File: config.mk
export PLATFORM = sky130hd
export DESIGN_NAME = ins_mem_loader_flat
export DESIGN_NICKNAME = d
export VERILOG_FILES = /design/src/rtl/ins_mem_loader_if.sv /design/src/rtl/ins_mem_loader.sv /design/src/flat_wrapper.sv
export SDC_FILE = /design/constraint.sdc
export NUM_CORES = 1
export LEC_CHECK = 0
export CAP_MARGIN = 20
export CORE_ASPECT_RATIO = 0.7
export CORE_MARGIN = 5
export CORE_UTILIZATION = 35
export DETAILED_ROUTE_END_ITERATION = 6
export PLACE_DENSITY_LB_ADDON = 0.15
export SETUP_SLACK_MARGIN = 0.4
export SLEW_MARGIN = 20
export SYNTH_ARGS = -nofsm -noshare
export SYNTH_HDL_FRONTEND = slang
export SYNTH_SLANG_ARGS = --single-unit
File: constraint.sdc
create_clock -name clk -period 2.6 [get_ports clk]
set_input_delay 0.52 -clock clk [delete_from_list [all_inputs] [get_ports clk]]
set_output_delay 0.52 -clock clk [all_outputs]
set_load 0.05 [all_outputs]
File: src/rtl/ins_mem_loader_if.sv
// ins_mem_loader_if: start/byte-stream handshake and instruction-memory write bus; master drives start/rx_*, slave (loader) drives the rest
interface ins_mem_loader_if #(
  parameter int ADDR_WIDTH = 8,
  parameter int INS_WIDTH  = 9
);
  logic                  start;
  logic [7:0]            rx_data;
  logic                  rx_valid;
  logic                  rx_ready;
  logic                  wEn;
  logic [ADDR_WIDTH-1:0] address;
  logic [INS_WIDTH-1:0]  instruction;
  logic                  busy;
  logic                  done;
  modport master (
    output start, rx_data, rx_valid,
    input  rx_ready, wEn, address, instruction, busy, done
  );
  modport slave (
    input  start, rx_data, rx_valid,
    output rx_ready, wEn, address, instruction, busy, done
  );
endinterface

File: src/rtl/ins_mem_loader.sv
// ins_mem_loader: loads N instructions (length byte, then lo/hi bytes per word) from a byte stream into instruction memory; ports clk, rst, bus (slave: start/rx_* in, rx_ready/wEn/address/instruction/busy/done out)
module ins_mem_loader #(
  parameter int ADDR_WIDTH = 8,
  parameter int INS_WIDTH  = 9
) (
  input logic            clk,
  input logic            rst,
  ins_mem_loader_if.slave bus
);
  typedef enum logic [2:0] {IDLE, LEN, LO, HI, WRITE, DONE} state_t;
  localparam longint CAP = longint'(1) << ADDR_WIDTH;
  state_t                state_q;
  logic                  rx_ready_q, wen_q, busy_q, done_q;
  logic [ADDR_WIDTH-1:0] addr_q, last_q, last_d;
  logic [INS_WIDTH-1:0]  ins_q;
  logic [8:0]            len;
  logic                  hs;
  assign hs     = bus.rx_valid && rx_ready_q;
  // Length 0 means a full memory; narrow memories clamp the count to their size.
  assign len    = bus.rx_data == 8'd0 ? 9'd256 : {1'b0, bus.rx_data};
  assign last_d = ADDR_WIDTH'((longint'(len) > CAP ? CAP : longint'(len)) - 1);
  always_ff @(posedge clk) begin
    if (rst) begin
      state_q    <= IDLE;
      rx_ready_q <= 1'b0;
      wen_q      <= 1'b0;
      busy_q     <= 1'b0;
      done_q     <= 1'b0;
      addr_q     <= '0;
      last_q     <= '0;
      ins_q      <= '0;
    end else begin
      case (state_q)
        IDLE, DONE: if (bus.start) begin
          state_q    <= LEN;
          rx_ready_q <= 1'b1;
          busy_q     <= 1'b1;
          done_q     <= 1'b0;
        end
        LEN: if (hs) begin
          last_q  <= last_d;
          addr_q  <= '0;
          state_q <= LO;
        end
        LO: if (hs) begin
          ins_q[7:0] <= bus.rx_data;
          state_q    <= HI;
        end
        HI: if (hs) begin
          ins_q[INS_WIDTH-1:8] <= bus.rx_data[INS_WIDTH-9:0];
          rx_ready_q           <= 1'b0;
          wen_q                <= 1'b1;
          state_q              <= WRITE;
        end
        WRITE: begin
          wen_q <= 1'b0;
          if (addr_q == last_q) begin
            state_q <= DONE;
            done_q  <= 1'b1;
            busy_q  <= 1'b0;
          end else begin
            addr_q     <= addr_q + 1'b1;
            rx_ready_q <= 1'b1;
            state_q    <= LO;
          end
        end
        default: state_q <= IDLE;
      endcase
    end
  end
  assign bus.rx_ready    = rx_ready_q;
  assign bus.wEn         = wen_q;
  assign bus.address     = addr_q;
  assign bus.instruction = ins_q;
  assign bus.busy        = busy_q;
  assign bus.done        = done_q;
endmodule

File: src/flat_wrapper.sv
// flat-port wrapper written by rule: the top's interface ports become plain ports
module ins_mem_loader_flat 
#(
  parameter int ADDR_WIDTH = 8,
  parameter int INS_WIDTH  = 9
)
  (clk, rst, bus_start, bus_rx_data, bus_rx_valid, bus_rx_ready, bus_wEn, bus_address, bus_instruction, bus_busy, bus_done);
  ins_mem_loader_if #(.ADDR_WIDTH(ADDR_WIDTH), .INS_WIDTH(INS_WIDTH)) bus_i ();
  input logic clk;
  input logic rst;
  input wire logic [$bits(bus_i.start)-1:0] bus_start;
  input wire logic [$bits(bus_i.rx_data)-1:0] bus_rx_data;
  input wire logic [$bits(bus_i.rx_valid)-1:0] bus_rx_valid;
  output wire logic [$bits(bus_i.rx_ready)-1:0] bus_rx_ready;
  output wire logic [$bits(bus_i.wEn)-1:0] bus_wEn;
  output wire logic [$bits(bus_i.address)-1:0] bus_address;
  output wire logic [$bits(bus_i.instruction)-1:0] bus_instruction;
  output wire logic [$bits(bus_i.busy)-1:0] bus_busy;
  output wire logic [$bits(bus_i.done)-1:0] bus_done;
  assign bus_i.start = bus_start;
  assign bus_i.rx_data = bus_rx_data;
  assign bus_i.rx_valid = bus_rx_valid;
  assign bus_rx_ready = bus_i.rx_ready;
  assign bus_wEn = bus_i.wEn;
  assign bus_address = bus_i.address;
  assign bus_instruction = bus_i.instruction;
  assign bus_busy = bus_i.busy;
  assign bus_done = bus_i.done;
  ins_mem_loader #(.ADDR_WIDTH(ADDR_WIDTH), .INS_WIDTH(INS_WIDTH)) u_core (.clk(clk), .rst(rst), .bus(bus_i));
endmodule
==> results of run 1 <==
what timing repair did:
action / in CTS / in global routing
setup endpoints to repair: 0 / 2
resized for setup: 0 / 2
endpoints found under the hold margin: 0 / 0
final timing paths:
kind,cells after the start,slack (ps),endpoint,startpoint
max reg2reg,5,850,u_core.bus.address[6],u_core.state_q[0]
min,2,460,u_core.bus.wEn,u_core.bus.wEn
max,1,490,bus_address[2],u_core.bus.address[2]
min reg2reg,2,460,u_core.bus.wEn,u_core.bus.wEn
sequential cells by signal, summed over array words and instances (netlist names):
| register | count |
|---|---|
| u_core.bus.rx_ready | 1 |
| u_core.bus.busy | 1 |
| u_core.bus.instruction | 9 |
| u_core.last_q | 8 |
| u_core.state_q | 3 |
| u_core.bus.done | 1 |
| u_core.bus.address | 8 |
| u_core.bus.wEn | 1 |
Yosys cell counts (2+ instances only):
master,instances
sky130_fd_sc_hd__a211oi_1,6
sky130_fd_sc_hd__a21oi_1,10
sky130_fd_sc_hd__a31oi_1,2
sky130_fd_sc_hd__buf_2,4
sky130_fd_sc_hd__clkbuf_1,3
sky130_fd_sc_hd__dfxtp_1,32
sky130_fd_sc_hd__ha_1,3
sky130_fd_sc_hd__inv_1,7
sky130_fd_sc_hd__mux2i_1,10
sky130_fd_sc_hd__nand2_1,12
sky130_fd_sc_hd__nand3_1,8
sky130_fd_sc_hd__nand4_1,3
sky130_fd_sc_hd__nor2_1,22
sky130_fd_sc_hd__nor2_4,2
sky130_fd_sc_hd__nor3_1,2
sky130_fd_sc_hd__o21ai_0,6
sky130_fd_sc_hd__o21ai_1,5
sky130_fd_sc_hd__o31ai_1,3
sky130_fd_sc_hd__or2_2,2
sky130_fd_sc_hd__or3_1,5
sky130_fd_sc_hd__xnor2_1,12
sky130_fd_sc_hd__xor2_1,2
final cells by class:
class                           count  area, um^2  share of cell area
Multi-Input combinational cell    133         887               0.424
Clock buffer                        5        68.8              0.0329
Clock inverter                      3        42.5              0.0203
Inverter                            8        30.0              0.0144
Timing Repair Buffer               36         353               0.169
Sequential cell                    32         641               0.306
Tap cell                           55        68.8              0.0329
routing by layer:
layer | GRT usage | wire [um] | up-vias
met2 | 0.190 | 1580 | 27
met3 | 0.0410 | 154 | 2
li1 | - | - | 713
met5 | 0 | 0 | -
met1 | 0.162 | 1860 | 624
met4 | 0.0390 | 12 | 0
cell usage in the layout, fill, tap and decap left out, types with 2 or more instances in the layout:
cell type / instances
sky130_fd_sc_hd__or2_2: 2
sky130_fd_sc_hd__nand3_1: 8
sky130_fd_sc_hd__a31oi_1: 2
sky130_fd_sc_hd__mux2i_1: 10
sky130_fd_sc_hd__a21oi_1: 10
sky130_fd_sc_hd__or3_1: 5
sky130_fd_sc_hd__nor2_1: 22
sky130_fd_sc_hd__o31ai_1: 3
sky130_fd_sc_hd__xor2_1: 2
sky130_fd_sc_hd__nand4_1: 3
sky130_fd_sc_hd__inv_1: 7
sky130_fd_sc_hd__clkbuf_8: 5
sky130_fd_sc_hd__nor2_4: 2
sky130_fd_sc_hd__o21ai_1: 5
sky130_fd_sc_hd__dfxtp_1: 32
sky130_fd_sc_hd__nor3_1: 2
sky130_fd_sc_hd__buf_4: 4
sky130_fd_sc_hd__o21ai_0: 6
sky130_fd_sc_hd__a211oi_1: 6
sky130_fd_sc_hd__nand2_1: 12
sky130_fd_sc_hd__ha_1: 3
sky130_fd_sc_hd__clkdlybuf4s50_1: 31
sky130_fd_sc_hd__xnor2_1: 12
cell families after synthesis:
family	count (synthesis)	share of synthesized area
buffers and inverters	16	0.0433
muxes	10	0.0630
xor gates and xnor gates	14	0.0772
adders and majority gates	3	0.0236
AOI/OAI and AO/OA	40	0.159
and+or+nand+nor	66	0.230
DFF	32	0.403
report_power, final:
part           total [mW]  internal (mW)  switching, mW
clock network       0.474          0.283          0.190
registers           0.518          0.502         0.0153
logic               0.131         0.0566         0.0748
total                1.12          0.842          0.280
through the flow:
step	utilization	instance area [um^2]	worst slack (ps)
CTS	0.478	2080	437
finish	0.480	2090	487
global placement	0.452	1970	383
floorplan	-	1590	750
global route	0.480	2090	414
detailed placement	0.452	1970	351
==> impl_results.md, run 1 <==
- Data required time of the critical path: 2080 ps
- Cell family contributing the most delay on the critical path: buffers and inverters
- Startpoint Class: register
- Post-synth top area cell: sky130_fd_sc_hd__dfxtp_1
- Number of routed nets with antenna violations: 0
- RD Place Congestion: slightly below 0.8
- Number of design-rule violations left by the first detailed-router iteration: 86
- Dominant cells by area after synthesis: sky130_fd_sc_hd__dfxtp_1 40%, sky130_fd_sc_hd__xnor2_1 6.6%, sky130_fd_sc_hd__mux2i_1 6.3%, sky130_fd_sc_hd__nor2_1 5.2%, sky130_fd_sc_hd__a21oi_1 3.2%
- Hold Crit Class: register to register
- Number of cells after detailed placement: ~260
- Primary flip-flop cell chosen by synthesis mapping: sky130_fd_sc_hd__dfxtp_1
- H-tree levels: 2
- Area of the core: ~4400 um^2
- Maximum buffer depth of the clock tree: 2
- Clock latency on the worst-skew pair: around 280 ps
- Hold WS: between 400 and 500 ps
- Pin count of the biggest net entering global routing: 16
- Detailed-route vias per instance: 5.02
- Slew @ Worst Pin: around 500 ps
- Synthesized flop and latch total: 32
- Post-route setup TNS: 0 ps
- Number of antenna violations at the first check in global routing: 0
- Average instance area after synthesis: slightly below 9 um^2
- Placement row count: 20
- Count of inserted antenna diode cells: 0
- Number of sinks on the clock net: 32
- Post-detailed-routing wire length: ~3600 um
- Post-Synthesis Cells: roughly 180
- Fill cell total of the finished layout: 452
- Library cell used as clock root buffer: sky130_fd_sc_hd__clkbuf_8
- Ys Warns: 0
- Worst Setup Path Type: register to output port
- Number of pins exceeding their max-slew limit in the final report: 0
- Number of search-and-repair iterations in the first detailed-routing pass: 4
- Total Die Area: 6000 um^2
- Die width: 90.5 um
- Die height: around 66 um
- Sequential-to-total area share from yosys stat: 0.403
- Final Hold Vio Count: 0
- Max capacitance violation total: 0
- Final setup viols: 0
- Period Utilization, post-route: 0.813
- Number of standard cells in the final layout excluding fillers: around 270
- Total Power Consumption: approximately 1.1 mW
- Result of the run: completed
- Critical Path End Type: output port
- Highest attainable clock frequency: 473 MHz
- Clk_skew: roughly 5 ps
- Ratio of cells with drive above 1 in the final layout: 0.111
- Total global routing track utilization: 0.123
- Initial core utilization: 0.365
- Final period demand of the worst path: 2110 ps
- Number of global-route vias before repair: about 1.3k
- Number of flops mapped to enable cells by yosys: 0
- Count of buffering cells on the critical path with inverters included: 1
- Series of cell instances along the critical path: clkdlybuf4s50_1
- Number of DRC violations after detailed routing: 0
- HPWL reported at the end of detailed placement: roughly 2800 um
- Count of hold-fix buffers inserted at cts: 0
- Total of buffers placed on input and output ports: 32
- Setup Fix Bufs, Post-CTS: 0
- Cell Area, Synth: between 1500 and 2000 um^2
- Pleak: 0.717 nW
- Critical path peak fanout: 7
- CTS tree: done
- Post-synth cell types: 42
- CP max stage cell: sky130_fd_sc_hd__clkdlybuf4s50_1
- Unrepaired setup endpoints after global routing: no
- Area share of the largest cell type after synthesis: 0.403
- Arrival time at the worst endpoint: around 1600 ps
- Relative slew slack: 0.662
- Async set or reset register ratio after synthesis: 0
- Post-synth net total: ~200
- Total power per unit cell area: 537 nW/um^2
- Clk slew on worst S/H paths: 70 ps
- Peak supply drop: around 0.33 mV
- Congestion Overflow GR: 0
- Boundary pin count: 33
- Via count: approximately 1.4k
- Average detailed-routed wire length per instance: between 10 and 15 um
- Fin nets: around 230
- Global-route wire length before repair: around 6000 um
- Slowest stage delay, CP: between 800 and 900 ps
- Synthesis-to-layout area growth: 31.7%
- Number of buffers inserted during clock tree synthesis: 5
Power figures use the tool's default switching activity.
==> run 2, diff against run 1 <==
clock period = 2.13 ns   (was 2.6 ns; I/O delays follow)
==> impl_results.md, run 2 (synthesis results as in run 1) <==
- Result of the run: completed
- Fill cell total of the finished layout: 441 (-2.4%)
- HPWL reported at the end of detailed placement: 2860 um (+3.5%)
- Slowest stage delay, CP: 560 ps (-290 ps)
- CTS tree: done
- Pin count of the biggest net entering global routing: 15 (-1)
- Area of the core: 4350 um^2 (unchanged)
- Maximum buffer depth of the clock tree: 2 (unchanged)
- Met2 Resource Use GR: 0.188 (-0.00181)
- Highest attainable clock frequency: slightly below 600 MHz
- Total global routing track utilization: 0.127 (+0.00397)
- Die height: 66.4 um (unchanged)
- Worst R2R Path Depth: 5 (unchanged)
- Hold Crit Class: register to register
- Count of buffering cells on the critical path with inverters included: 1 (unchanged)
- Slew @ Worst Pin: 501 ps (-3.76 ps)
- Fin nets: 240 (+3.9%)
- Pleak: 0.879 nW (+23%)
- Total power per unit cell area: 570 nW/um^2 (+6.0%)
- Count of inserted antenna diode cells: 0 (unchanged)
- Boundary pin count: 33 (unchanged)
- Post-detailed-routing wire length: 3830 um (+6.2%)
- Number of pins exceeding their max-slew limit in the final report: 0 (unchanged)
- Number of routed nets with antenna violations: 0 (unchanged)
- Worst min-delay path startpoint: u_core.bus.wEn
- Library cell used as clock root buffer: sky130_fd_sc_hd__clkbuf_8
- Max FFs per register: 9 (unchanged)
- Clk slew on worst S/H paths: 70 ps (about the same)
- Total of buffers placed on input and output ports: 32 (unchanged)
- Post-route setup TNS: 0 ps (unchanged)
- Number of DRC violations after detailed routing: 0 (unchanged)
- Design Area, Final: 2180 um^2 (+4.4%)
- Startpoint of the worst register-to-register path: u_core.state_q[0]
- Final period demand of the worst path: roughly 1700 ps
- Number of design-rule violations left by the first detailed-router iteration: 95 (+10%)
- Post-DP Area: 2040 um^2 (+3.8%)
- Data required time of the critical path: 1700 ps (-380 ps)
- Initial core utilization: 0.365 (unchanged)
- Number of search-and-repair iterations in the first detailed-routing pass: 4 (unchanged)
- Via count: 1472 (+7.8%)
- Levels on crit path: 1 (unchanged)
- CP max stage cell: sky130_fd_sc_hd__dlygate4sd2_1
- Destination of the critical timing path: bus_address[1]
- Die width: 90.5 um (unchanged)
- Worst Setup Path Type: register to output port
- Placement row count: 20 (unchanged)
- Leading cell types in the layout, fill and taps excluded: 22 x sky130_fd_sc_hd__nor2_1, 22 x sky130_fd_sc_hd__dfxtp_1, 21 x sky130_fd_sc_hd__dlygate4sd2_1, 12 x sky130_fd_sc_hd__xnor2_1, 12 x sky130_fd_sc_hd__nand2_1
- Detailed-route vias per instance: 5.26 (+4.7%)
- RD Place Congestion: 0.790 (-0.54%)
- Final Hold Vio Count: 0 (unchanged)
- Peak supply drop: 0.309 mV (-5.1%)
- Final setup viols: 0 (unchanged)
- H-tree levels: 2 (unchanged)
- Average detailed-routed wire length per instance: 13.7 um (+3.1%)
- Ratio of cells with drive above 1 in the final layout: 0.196 (+0.0850)
- Relative slew slack: 0.667 (+0.00489)
- Total Die Area: 6000 um^2 (unchanged)
- Critical path peak fanout: 5 (-2)
- Synthesis-to-layout area growth: 37.4%
- Number of sinks on the clock net: 32 (unchanged)
- Clk_skew: 6.68 ps (+1.66 ps)
- Startpoint Class: register
- Max capacitance violation total: 0 (unchanged)
- Crit Reg-Reg Endpoint: u_core.bus.address[5]
- Total Power Consumption: 1.24 mW (+11%)
- Count of hold-fix buffers inserted at cts: 0 (unchanged)
- Cell family contributing the most delay on the critical path: buffers and inverters
- Congestion Overflow GR: 0 (unchanged)
- Met1 usage: 0.176 (+0.0143)
- Slack of the worst reg-to-reg path: 450 ps (-400 ps)
- Number of buffers inserted during clock tree synthesis: 5 (unchanged)
- Period Utilization, post-route: 0.791
- Critical Path End Type: output port
- Unrepaired setup endpoints after global routing: yes
- Clock latency on the worst-skew pair: 280 ps (about the same)
- Number of antenna violations at the first check in global routing: 0 (unchanged)
- Met3 global-route usage: 0.0398 (-0.00114)
- Series of cell instances along the critical path: dlygate4sd2_1
- Number of global-route vias before repair: 1348 (+3.4%)
- GR peak layer: met2
- Source of the critical timing path: u_core.bus.address[1]
- Arrival time at the worst endpoint: 1260 ps (-330 ps)
- Global-route wire length before repair: 6240 um (+3.2%)
[run 2: cell types whose count changed in the layout (fill, tap and decap cells not counted), moves of 2 or more]
cell	before	now
sky130_fd_sc_hd__dfxtp_2	0	10
sky130_fd_sc_hd__dfxtp_1	32	22
sky130_fd_sc_hd__clkdlybuf4s50_1	31	7
sky130_fd_sc_hd__buf_12	0	2
sky130_fd_sc_hd__dlymetal6s2s_1	1	4
sky130_fd_sc_hd__dlygate4sd2_1	0	21
sky130_fd_sc_hd__buf_4	4	10
[run 2: cell type report]
cell class	count	area (um^2)	share of cell area
sequential	32	653	0.299
clock inverter	1	5.00	0.00229
inverter	8	30.0	0.0138
tap	55	68.8	0.0315
multi-input combinational	133	908	0.416
clock buffer	6	72.6	0.0333
timing repair buffer	45	444	0.204
[run 2: layer usage]
layer / vias up / part of all wire
met1: 690 / 0.50
met4: 0 / 0.0044
met5: - / 0
met2: 48 / 0.44
met3: 2 / 0.061
li1: 732 / -
[run 2: metrics by stage]
step / setup slack [ps] / instances / hold WS (ps) / util
6_report: 446 / 280 / 455 / 0.501
5_1_grt: 389 / 280 / 495 / 0.501
4_1_cts: 411 / 278 / 458 / 0.484
3_5_place_dp: 66.4 / 271 / 451 / 0.469
3_3_place_gp: 133 / 271 / 453 / 0.469
2_1_floorplan: 415 / 181 / 439 / -
[run 2: worst min-delay path by stage]
stage	end	slack [ps]	depth (start not counted)
4_1_cts	u_core.bus.wEn	460	2
6_report	u_core.bus.wEn	460	2
3_5_place_dp	u_core.bus.wEn	450	2
2_1_floorplan	u_core.last_q[7]	440	2
3_3_place_gp	u_core.bus.wEn	450	2
5_1_grt	u_core.bus.wEn	500	2
[run 2: what timing repair did]
item,4_1_cts,5_1_grt
setup endpoints to repair,27,17
hold endpoints to repair,0,0
pin swaps,0,3
gates cloned,0,1
buffers inserted,0,1
resized for setup,25,9
[run 2: report_power, final]
group          total (mW)  internal [mW]  switching, mW
Clock               0.437          0.222          0.215
Sequential          0.634          0.615         0.0199
Combinational       0.172         0.0762         0.0956
